<file path="src/rtl/fifo_rd_stream_adapter_if.sv">
// Port bundle for fifo_rd_stream_adapter: FIFO read side plus valid/ready stream side.
// oTlast exists only when FIFO_RD_TLAST_EN is defined.
interface fifo_rd_stream_adapter_if #(
  parameter int pDataWidth = 8,
  parameter int pCntWidth  = 16
);
  logic                  iEnable;
  logic                  iFlush;
  logic                  oFifoRe;
  logic [pDataWidth-1:0] iFifoRd;
  logic                  iFifoRvd;
  logic                  iFifoEmp;
  logic [pDataWidth-1:0] oTdata;
  logic                  oTvalid;
  logic                  iTready;
  logic                  oBusy;
  logic [pCntWidth-1:0]  oWordCnt;
  logic                  oProtoErr;
`ifdef FIFO_RD_TLAST_EN
  logic                  oTlast;

  modport master (
    input  iEnable, iFlush, iFifoRd, iFifoRvd, iFifoEmp, iTready,
    output oFifoRe, oTdata, oTvalid, oBusy, oWordCnt, oProtoErr, oTlast
  );
  modport slave (
    output iEnable, iFlush, iFifoRd, iFifoRvd, iFifoEmp, iTready,
    input  oFifoRe, oTdata, oTvalid, oBusy, oWordCnt, oProtoErr, oTlast
  );
`else
  modport master (
    input  iEnable, iFlush, iFifoRd, iFifoRvd, iFifoEmp, iTready,
    output oFifoRe, oTdata, oTvalid, oBusy, oWordCnt, oProtoErr
  );
  modport slave (
    output iEnable, iFlush, iFifoRd, iFifoRvd, iFifoEmp, iTready,
    input  oFifoRe, oTdata, oTvalid, oBusy, oWordCnt, oProtoErr
  );
`endif
endinterface

</file>
<file path="src/rtl/fifo_rd_stream_adapter.sv">
// Drains a 1-cycle-latency FIFO read port into a valid/ready stream; FIFO read to oTvalid is 2 cycles.
// Reads stall while buffer plus in-flight word would overflow, so iTready backpressure never drops data. FIFO_RD_TLAST_EN adds oTlast.
module fifo_rd_stream_adapter #(
  parameter int pDataWidth = 8,
  parameter int pBufDepth  = 2,
  parameter int pCntWidth  = 16,
  parameter int pFrameLen  = 64
) (
  input logic                      iCLK,
  input logic                      iRST,
  fifo_rd_stream_adapter_if.master bus
);
  localparam int            PW    = $clog2(pBufDepth);
  localparam int            OW    = PW + 1;
  localparam logic [OW-1:0] DEPTH = OW'(pBufDepth);

  if (pBufDepth < 2 || pBufDepth > 8 || (pBufDepth & (pBufDepth - 1)) != 0) begin : g_bad_depth
    $error("pBufDepth must be a power of two in 2..8");
  end
  if (pFrameLen < 1 || pFrameLen > 65535) begin : g_bad_frame
    $error("pFrameLen must be in 1..65535");
  end

  typedef enum logic [1:0] {S_IDLE, S_RUN, S_DRAIN, S_FLUSH} state_t;
  state_t state_q, state_d;

  logic [pDataWidth-1:0] buf_q [pBufDepth];
  logic [pDataWidth-1:0] buf_d [pBufDepth];
  logic [PW-1:0]         rd_ptr_q, rd_ptr_d, wr_ptr_q, wr_ptr_d;
  logic [OW-1:0]         occ_q, occ_d, occ_eff;
  logic                  inflight_q, inflight_d;
  logic                  ign_rvd_q, ign_rvd_d;
  logic                  err_q, err_d;
  logic [pCntWidth-1:0]  cnt_q, cnt_d;
  logic                  fifo_re, pop, push, drop, tvalid;

  always_ff @(posedge iCLK) begin
    if (iRST) state_q <= S_IDLE;
    else      state_q <= state_d;
  end

  always_comb begin
    state_d = state_q;
    if (bus.iFlush) begin
      state_d = S_FLUSH;
    end else begin
      case (state_q)
        S_IDLE:  if (bus.iEnable) state_d = S_RUN;
        S_RUN:   if (!bus.iEnable) state_d = S_DRAIN;
        S_DRAIN: begin
          if (bus.iEnable)                          state_d = S_RUN;
          else if (!inflight_q && occ_q == '0)      state_d = S_IDLE;
        end
        S_FLUSH: state_d = bus.iEnable ? S_RUN : S_IDLE;
        default: state_d = S_IDLE;
      endcase
    end
  end

  // The head word leaving this cycle frees its slot, which keeps depth 2 at one word per cycle.
  always_comb begin
    tvalid  = (occ_q != '0);
    pop     = tvalid & bus.iTready;
    drop    = bus.iFlush | (state_q == S_FLUSH);
    push    = bus.iFifoRvd & ~ign_rvd_q & ~drop & ((occ_q != DEPTH) | pop);
    occ_eff = occ_q - OW'(pop);
    fifo_re = (state_q == S_RUN) & ~bus.iFlush & ~bus.iFifoEmp
              & ((occ_eff + OW'(inflight_q)) < DEPTH);
  end

  always_comb begin
    buf_d    = buf_q;
    rd_ptr_d = rd_ptr_q;
    wr_ptr_d = wr_ptr_q;
    occ_d    = occ_q;
    cnt_d    = cnt_q + pCntWidth'(pop);
    if (bus.iFlush) begin
      rd_ptr_d = '0;
      wr_ptr_d = '0;
      occ_d    = '0;
    end else begin
      if (push) begin
        buf_d[wr_ptr_q] = bus.iFifoRd;
        wr_ptr_d        = wr_ptr_q + PW'(1);
      end
      if (pop) rd_ptr_d = rd_ptr_q + PW'(1);
      if (push && !pop)      occ_d = occ_q + OW'(1);
      else if (!push && pop) occ_d = occ_q - OW'(1);
    end
    inflight_d = fifo_re;
    // Landing data must match the read issued one cycle earlier, except just after reset.
    err_d      = err_q | (~ign_rvd_q & (bus.iFifoRvd != inflight_q));
    ign_rvd_d  = 1'b0;
  end

  always_ff @(posedge iCLK) begin
    if (iRST) begin
      rd_ptr_q   <= '0;
      wr_ptr_q   <= '0;
      occ_q      <= '0;
      inflight_q <= 1'b0;
      ign_rvd_q  <= 1'b1;
      err_q      <= 1'b0;
      cnt_q      <= '0;
    end else begin
      rd_ptr_q   <= rd_ptr_d;
      wr_ptr_q   <= wr_ptr_d;
      occ_q      <= occ_d;
      inflight_q <= inflight_d;
      ign_rvd_q  <= ign_rvd_d;
      err_q      <= err_d;
      cnt_q      <= cnt_d;
    end
  end

  always_ff @(posedge iCLK) begin
    buf_q <= buf_d;
  end

  assign bus.oFifoRe   = fifo_re;
  assign bus.oTvalid   = tvalid;
  assign bus.oTdata    = tvalid ? buf_q[rd_ptr_q] : '0;
  assign bus.oBusy     = (state_q != S_IDLE) | inflight_q | tvalid;
  assign bus.oWordCnt  = cnt_q;
  assign bus.oProtoErr = err_q;

`ifdef FIFO_RD_TLAST_EN
  logic [15:0] frame_q, frame_d;
  logic        tlast;

  always_comb begin
    tlast   = (frame_q == 16'(pFrameLen - 1));
    frame_d = frame_q;
    if (bus.iFlush)  frame_d = '0;
    else if (pop)    frame_d = tlast ? '0 : frame_q + 16'd1;
  end

  always_ff @(posedge iCLK) begin
    if (iRST) frame_q <= '0;
    else      frame_q <= frame_d;
  end

  assign bus.oTlast = tvalid & tlast;
`endif
endmodule

</file>
<file path="src/flat_wrapper.sv">
// flat-port wrapper written by rule: the top's interface ports become plain ports
module fifo_rd_stream_adapter_flat 
#(
  parameter int pDataWidth = 8,
  parameter int pBufDepth  = 2,
  parameter int pCntWidth  = 16,
  parameter int pFrameLen  = 64
)
  (iCLK, iRST, bus_iEnable, bus_iFlush, bus_iFifoRd, bus_iFifoRvd, bus_iFifoEmp, bus_iTready, bus_oFifoRe, bus_oTdata, bus_oTvalid, bus_oBusy, bus_oWordCnt, bus_oProtoErr);
  fifo_rd_stream_adapter_if #(.pDataWidth(pDataWidth), .pCntWidth(pCntWidth)) bus_i ();
  input logic iCLK;
  input logic iRST;
  input wire logic [$bits(bus_i.iEnable)-1:0] bus_iEnable;
  input wire logic [$bits(bus_i.iFlush)-1:0] bus_iFlush;
  input wire logic [$bits(bus_i.iFifoRd)-1:0] bus_iFifoRd;
  input wire logic [$bits(bus_i.iFifoRvd)-1:0] bus_iFifoRvd;
  input wire logic [$bits(bus_i.iFifoEmp)-1:0] bus_iFifoEmp;
  input wire logic [$bits(bus_i.iTready)-1:0] bus_iTready;
  output wire logic [$bits(bus_i.oFifoRe)-1:0] bus_oFifoRe;
  output wire logic [$bits(bus_i.oTdata)-1:0] bus_oTdata;
  output wire logic [$bits(bus_i.oTvalid)-1:0] bus_oTvalid;
  output wire logic [$bits(bus_i.oBusy)-1:0] bus_oBusy;
  output wire logic [$bits(bus_i.oWordCnt)-1:0] bus_oWordCnt;
  output wire logic [$bits(bus_i.oProtoErr)-1:0] bus_oProtoErr;
  assign bus_i.iEnable = bus_iEnable;
  assign bus_i.iFlush = bus_iFlush;
  assign bus_i.iFifoRd = bus_iFifoRd;
  assign bus_i.iFifoRvd = bus_iFifoRvd;
  assign bus_i.iFifoEmp = bus_iFifoEmp;
  assign bus_i.iTready = bus_iTready;
  assign bus_oFifoRe = bus_i.oFifoRe;
  assign bus_oTdata = bus_i.oTdata;
  assign bus_oTvalid = bus_i.oTvalid;
  assign bus_oBusy = bus_i.oBusy;
  assign bus_oWordCnt = bus_i.oWordCnt;
  assign bus_oProtoErr = bus_i.oProtoErr;
  fifo_rd_stream_adapter #(.pDataWidth(pDataWidth), .pBufDepth(pBufDepth), .pCntWidth(pCntWidth), .pFrameLen(pFrameLen)) u_core (.iCLK(iCLK), .iRST(iRST), .bus(bus_i));
endmodule
</file>
<file path="config.mk">
export PLATFORM = sky130hd
export DESIGN_NAME = fifo_rd_stream_adapter_flat
export DESIGN_NICKNAME = d
export VERILOG_FILES = /design/src/rtl/fifo_rd_stream_adapter_if.sv /design/src/rtl/fifo_rd_stream_adapter.sv /design/src/flat_wrapper.sv
export SDC_FILE = /design/constraint.sdc
export NUM_CORES = 1
export LEC_CHECK = 0
export CAP_MARGIN = 0
export CORE_UTILIZATION = 48
export DETAILED_ROUTE_END_ITERATION = 8
export PLACE_DENSITY = 0.75
export RECOVER_POWER = 50
export SLEW_MARGIN = 15
export SYNTH_ARGS = -nofsm -noshare
export SYNTH_HDL_FRONTEND = slang
export SYNTH_SLANG_ARGS = --single-unit
</file>
<file path="constraint.sdc">
create_clock -name iCLK -period 2.2 [get_ports iCLK]
set_clock_uncertainty 0.15 [all_clocks]
set_input_delay 0.22 -clock iCLK [delete_from_list [all_inputs] [get_ports iCLK]]
set_output_delay 0.22 -clock iCLK [all_outputs]
set_load 0.03 [all_outputs]
</file>
Word level (Yosys, flattened, before mapping)
Index checks and enable logic that the tools add are counted.

Bits in registers: 41. Input bits: 15. Output and inout port bits: 28. Logic and storage cells: 80.

$add $sub $neg: 7. Magnitude comparators: 4. Eq/ne operators: 8. Mux-type cells: 17. Bitwise logic cells: 19. Reduce and logical (&&, ||, !) cells: 15.

Operator list (count): 2-to-1 mux 8 bit (5); adder 16 x 1 -> 16 bit (1); bitwise mux 16 bit (1); 2-to-1 mux 2 bit (7); AND 1 bit (8); demux 8 bit (select 1 bit) (1); case mux 2 bit (4 select lines) (1); inequality test 3 bit, second input constant (2); nonzero test 2 bit (3); OR 1 bit (5); equality test 2 bit, second input constant (2); >= comparator 2 bit, second input constant (2); logical AND 1 bit (4); zero test 2 bit (2); inequality test 4 x 3 -> 1 bit, second input constant (1); NOT 1 bit (4); NOT 1 -> 2 bit (2); zero test 1 bit (3); AND reduction 3 bit (1); adder 1 bit, second input constant (2); adder 2 x 1 -> 2 bit (1); adder 2 x 1 -> 2 bit, second input constant (1); equality test 2 x 1 -> 1 bit, second input constant (1); less-than comparator 2 x 1 -> 1 bit, second input constant (1); other kinds (8) (9).

Longest topological paths before layout
Word-level depth: 9. Gate-level depth with buffers: 10. Depth with buffers taken out: 9.

Worst setup path after synthesis
No wires, ideal clock.

Kind: reg-to-reg. Start point: register u_core.occ_q[0]. End point: register u_core.cnt_q[13] (netlist: u_core.bus.oWordCnt[13]). Library setup time: 0.128 ns. Arrival: 1.871 ns. Data required time: 1.922 ns. Slack: 0.051 ns. Stages on the path, launching flop included: 11. Path buffers: 1. Clock period less this slack: 2.149 ns. Cells stage by stage: dfxtp_1 > buf_2 > nor2_4 > inv_1 > nand2_1 > inv_1 > ha_1 > nand4_4 > nor4_1 > xnor2_1 > nor2_1.

Word-level cells in the longest chain between the ends: 3.

Ends and longest elaborated chain: start: declaration (RTL line fifo_rd_stream_adapter.sv:30) `logic [OW-1:0] occ_q, occ_d, occ_eff;`; start signal: assignment (RTL line fifo_rd_stream_adapter.sv:100) `occ_q <= '0;`; start signal: assignment (RTL line fifo_rd_stream_adapter.sv:108) `occ_q <= occ_d;`; nonzero test 2 bit (RTL line fifo_rd_stream_adapter.sv:62) `tvalid = (occ_q != '0);`; net bus_oTvalid (RTL line flat_wrapper.sv:21) `output wire logic [$bits(bus_i.oTvalid)-1:0] bus_oTvalid;`; AND 1 bit (RTL line fifo_rd_stream_adapter.sv:63) `pop = tvalid & bus.iTready;`; net u_core.pop (RTL line fifo_rd_stream_adapter.sv:35) `logic fifo_re, pop, push, drop, tvalid;`; adder 16 x 1 -> 16 bit (RTL line fifo_rd_stream_adapter.sv:76) `cnt_d = cnt_q + pCntWidth'(pop);`; end signal: assignment (RTL line fifo_rd_stream_adapter.sv:112) `cnt_q <= cnt_d;`; end: declaration (RTL line fifo_rd_stream_adapter.sv:34) `logic [pCntWidth-1:0] cnt_q, cnt_d;`.

The timed path passes the listed nets, and every way through them passes these cells. A chain may end at the register's enable or synchronous reset.

Final worst setup path
Start point: register u_core.rd_ptr_q. End point: output port bus_oTdata[0].

Word-level cells in the longest chain between the ends: 5.

Ends and longest elaborated chain: start: declaration (RTL line fifo_rd_stream_adapter.sv:29) `logic [PW-1:0] rd_ptr_q, rd_ptr_d, wr_ptr_q, wr_ptr_d;`; start signal: assignment (RTL line fifo_rd_stream_adapter.sv:106) `rd_ptr_q <= rd_ptr_d;`; NOT 1 -> 2 bit (implied by the code) (RTL line fifo_rd_stream_adapter.sv:122) `assign bus.oTdata = tvalid ? buf_q[rd_ptr_q] : '0;`; 2-to-1 mux 8 bit (implied by the code) (3 in series) (RTL line fifo_rd_stream_adapter.sv:122); 2-to-1 mux 8 bit (RTL line fifo_rd_stream_adapter.sv:122); end: declaration (RTL line flat_wrapper.sv:20) `output wire logic [$bits(bus_i.oTdata)-1:0] bus_oTdata;`.

Every way passes these cells. The select of a mux whose other input is x is not followed.

==> impl_metrics.yaml <==
worst_setup_path:
  reg2reg_depth: 8
  end_kind: "output port"
  r2r-start: "u_core.occ_q[1]"
  crit_type: "flip-flop to output port"
  r2r_slack_ps: 190
  arrival_ps: 1720
  cp.required_ps: 1830
  timing.rr.end: "u_core.occ_q[1]"
  worst_setup_path_start_kind: "flip-flop"
  worst-path-max-fanout: 8
drt:
  detail-route-antenna-nets: 0
  vias_per_cell: 5.10
  vias: 1340
  wire_per_inst_um: 13.1
  totalWireLength_um: 3440
  drc: 0
  drtIter0Drc: 52
  dr.pass1.iters: 4
die:
  die_w_um: 62.8
  num_rows: 21
  dieHeight_um: 62.8
  fp.coreArea_um2: 3440
  die_area_um2: 3950
  io_pins: 43
  start_util_pct: 51.6
cells_and_area:
  final_area_um2: 2380
  layout_common_cells: "nor2_1, dfxtp_1, clkdlybuf4s50_1, dlygate4sd3_1, edfxtp_1"
  fin_util_pct: 69.1
  fin_nets: 233
  num_antenna_cells: 0
  area_delta_synth_final_pct: 33.9
  drive_gt1_share_pct: 9.68
  mostFrequentLayoutCell: "nor2_1"
synthesis:
  syn_area_per_cell_um2: 10.8
  ys.flop_type: "dfxtp_1"
  syn_area_um2: 1780
  yosysTopAreaCellShare_pct: 28.2
  ys_seq_area_share_pct: 55.2
  yosys.area.top_type: "dfxtp_1"
  async_flop_share_pct: 0
  syn_inst: 165
  ys_top_cells_by_area: "dfxtp_1, edfxtp_1, nor2_1, xnor2_1, mux2i_1"
  synth.distinct_cells: 32
  ys_seq_elements: 41
  ys_warn_count: 0
  synth_edf_count: 16
  synth_nets: 182
placement:
  hpwl_um: 2510
  place_area_um2: 2290
  io_buffers: 42
  gp_congestion: 0.784
clocking:
  cts-resized-gates: 1
  clk_latency_ps: 290
  clockBufferDepth: 2
  numCtsBuffers: 5
  cts_sinks: 41
  post_cts_buffers: 0
  cts_hold_buf: 0
  clkTransAtPathRegs_ps: 80
  cts_max_level: 2
  cts_tree: "built"
  clockRootBuffer: "clkbuf_8"
sta:
  setup_violations: 0
  finalCritPeriodShare_pct: 95.1
  min_period_ps: 2090
  rsz0062_at_grt: "no"
  slew_headroom_pct: 54.7
  worst-slew-pin-transition_ps: 677
  slew_viol_final: 0
  hold_violations: 0
  max_freq_ghz: 0.478
min_path:
  whs_path_depth: 2
  min_to: "u_core.bus.oProtoErr"
  hold_class: "flip-flop to flip-flop"
  min_from: "u_core.bus.oProtoErr"
global_route:
  grt_max_degree: 16
  grt_first_pass_wirelength_um: 5690
  grt_overflow_total: 0
  track_usage_pct: 18.6
  antenna_found_initial: 0
  grt_pass1_vias: 1287
pwr:
  cellLeakagePower_nw: 0.888
  finalPower_mw: 1.54
  ir_worst_vdd_v: 0.000423
  power_density_nw_per_um2: 648
status:
  status: "complete, no violations"
run:
  cap_viol_max_count: 0
## stage by stage
step           setup WS [ps]  setup TNS, ps  std cells  hold WS, ps
4_1_cts                 86.9              0        263          342
2_1_floorplan           50.9              0        165         97.7
5_1_grt                 10.2              0        263          368
6_report                 107              0        263          325
3_3_place_gp            12.8              0        255          301
3_5_place_dp           -25.3           -235        255          323
## worst max-delay path: stages (launching register included)
cell             delay [ps]
dfxtp_1                 350
buf_4                   210
mux2i_1                  90
nor2_1                  110
clkdlybuf4s50_1         670
## flip-flops by register name, indices dropped and copies added (netlist names)
name,count
u_core.occ_q,2
u_core.state_q,2
u_core.buf_q,16
u_core.wr_ptr_q,1
u_core.bus.oProtoErr,1
u_core.inflight_q,1
u_core.rd_ptr_q,1
u_core.bus.oWordCnt,16
u_core.ign_rvd_q,1
## metal layers
metal / share of wire, % / up-vias / track usage (%)
met2: 54 / 33 / 35.2
met1: 41 / 636 / 19.7
li1: - / 671 / -
met4: 0 / 0 / 4.36
met5: 0 / - / 0
met3: 4.2 / 0 / 6.20
## how the worst max path moves through the flow
stage	slack [ps]	end	cells past startpoint	from
floorplan	50	u_core.bus.oWordCnt[13]	10	u_core.occ_q[0]
detailed placement	-30	u_core.buf_q[14]	4	bus_iTready
global placement	10	u_core.buf_q[12]	4	bus_iTready
finish	110	bus_oTdata[0]	4	u_core.rd_ptr_q
global route	10	bus_oTdata[7]	4	u_core.rd_ptr_q
CTS	90	bus_oTdata[4]	4	u_core.rd_ptr_q
## cell families (layout without fill, tap and decap cells)
logic type,after synthesis,in the layout,synth area share [%]
AND/OR/NAND/NOR,70,70,22.0
flip-flops,41,41,55.2
XOR/XNOR,18,18,8.87
AO/OA/AOI/OAI,13,13,4.72
buffers and inverters,12,64,2.75
multiplexers,9,9,5.07
adder cells (fa/ha/maj),2,2,1.41
## cell type report
class	instances	area, um2
Clock inverter	3	46.3
Inverter	6	22.5
Tap cell	46	57.6
Multi-Input combinational cell	112	732
Sequential cell	41	981
Fill cell	261	1060
Clock buffer	5	68.8
Timing Repair Buffer	50	472
## power breakdown
part	switching [mW]	internal (mW)	total, mW
logic	0.0730	0.0643	0.137
clock network	0.256	0.339	0.596
registers	0.00793	0.801	0.809
## cells in the mapped netlist (all sizes together), types with 3 or more instances
cell type / instances
nor2: 31
dfxtp: 25
edfxtp: 16
xnor2: 11
mux2i: 9
nor3: 7
xor2: 7
inv: 6
nand2: 6
a21oi: 5
nand3: 5
nor4: 5
nor2b: 4
o21ai: 4
buf: 3
clkbuf: 3
nand2b: 3
Note: power is estimated with default switching activity, not from simulation.
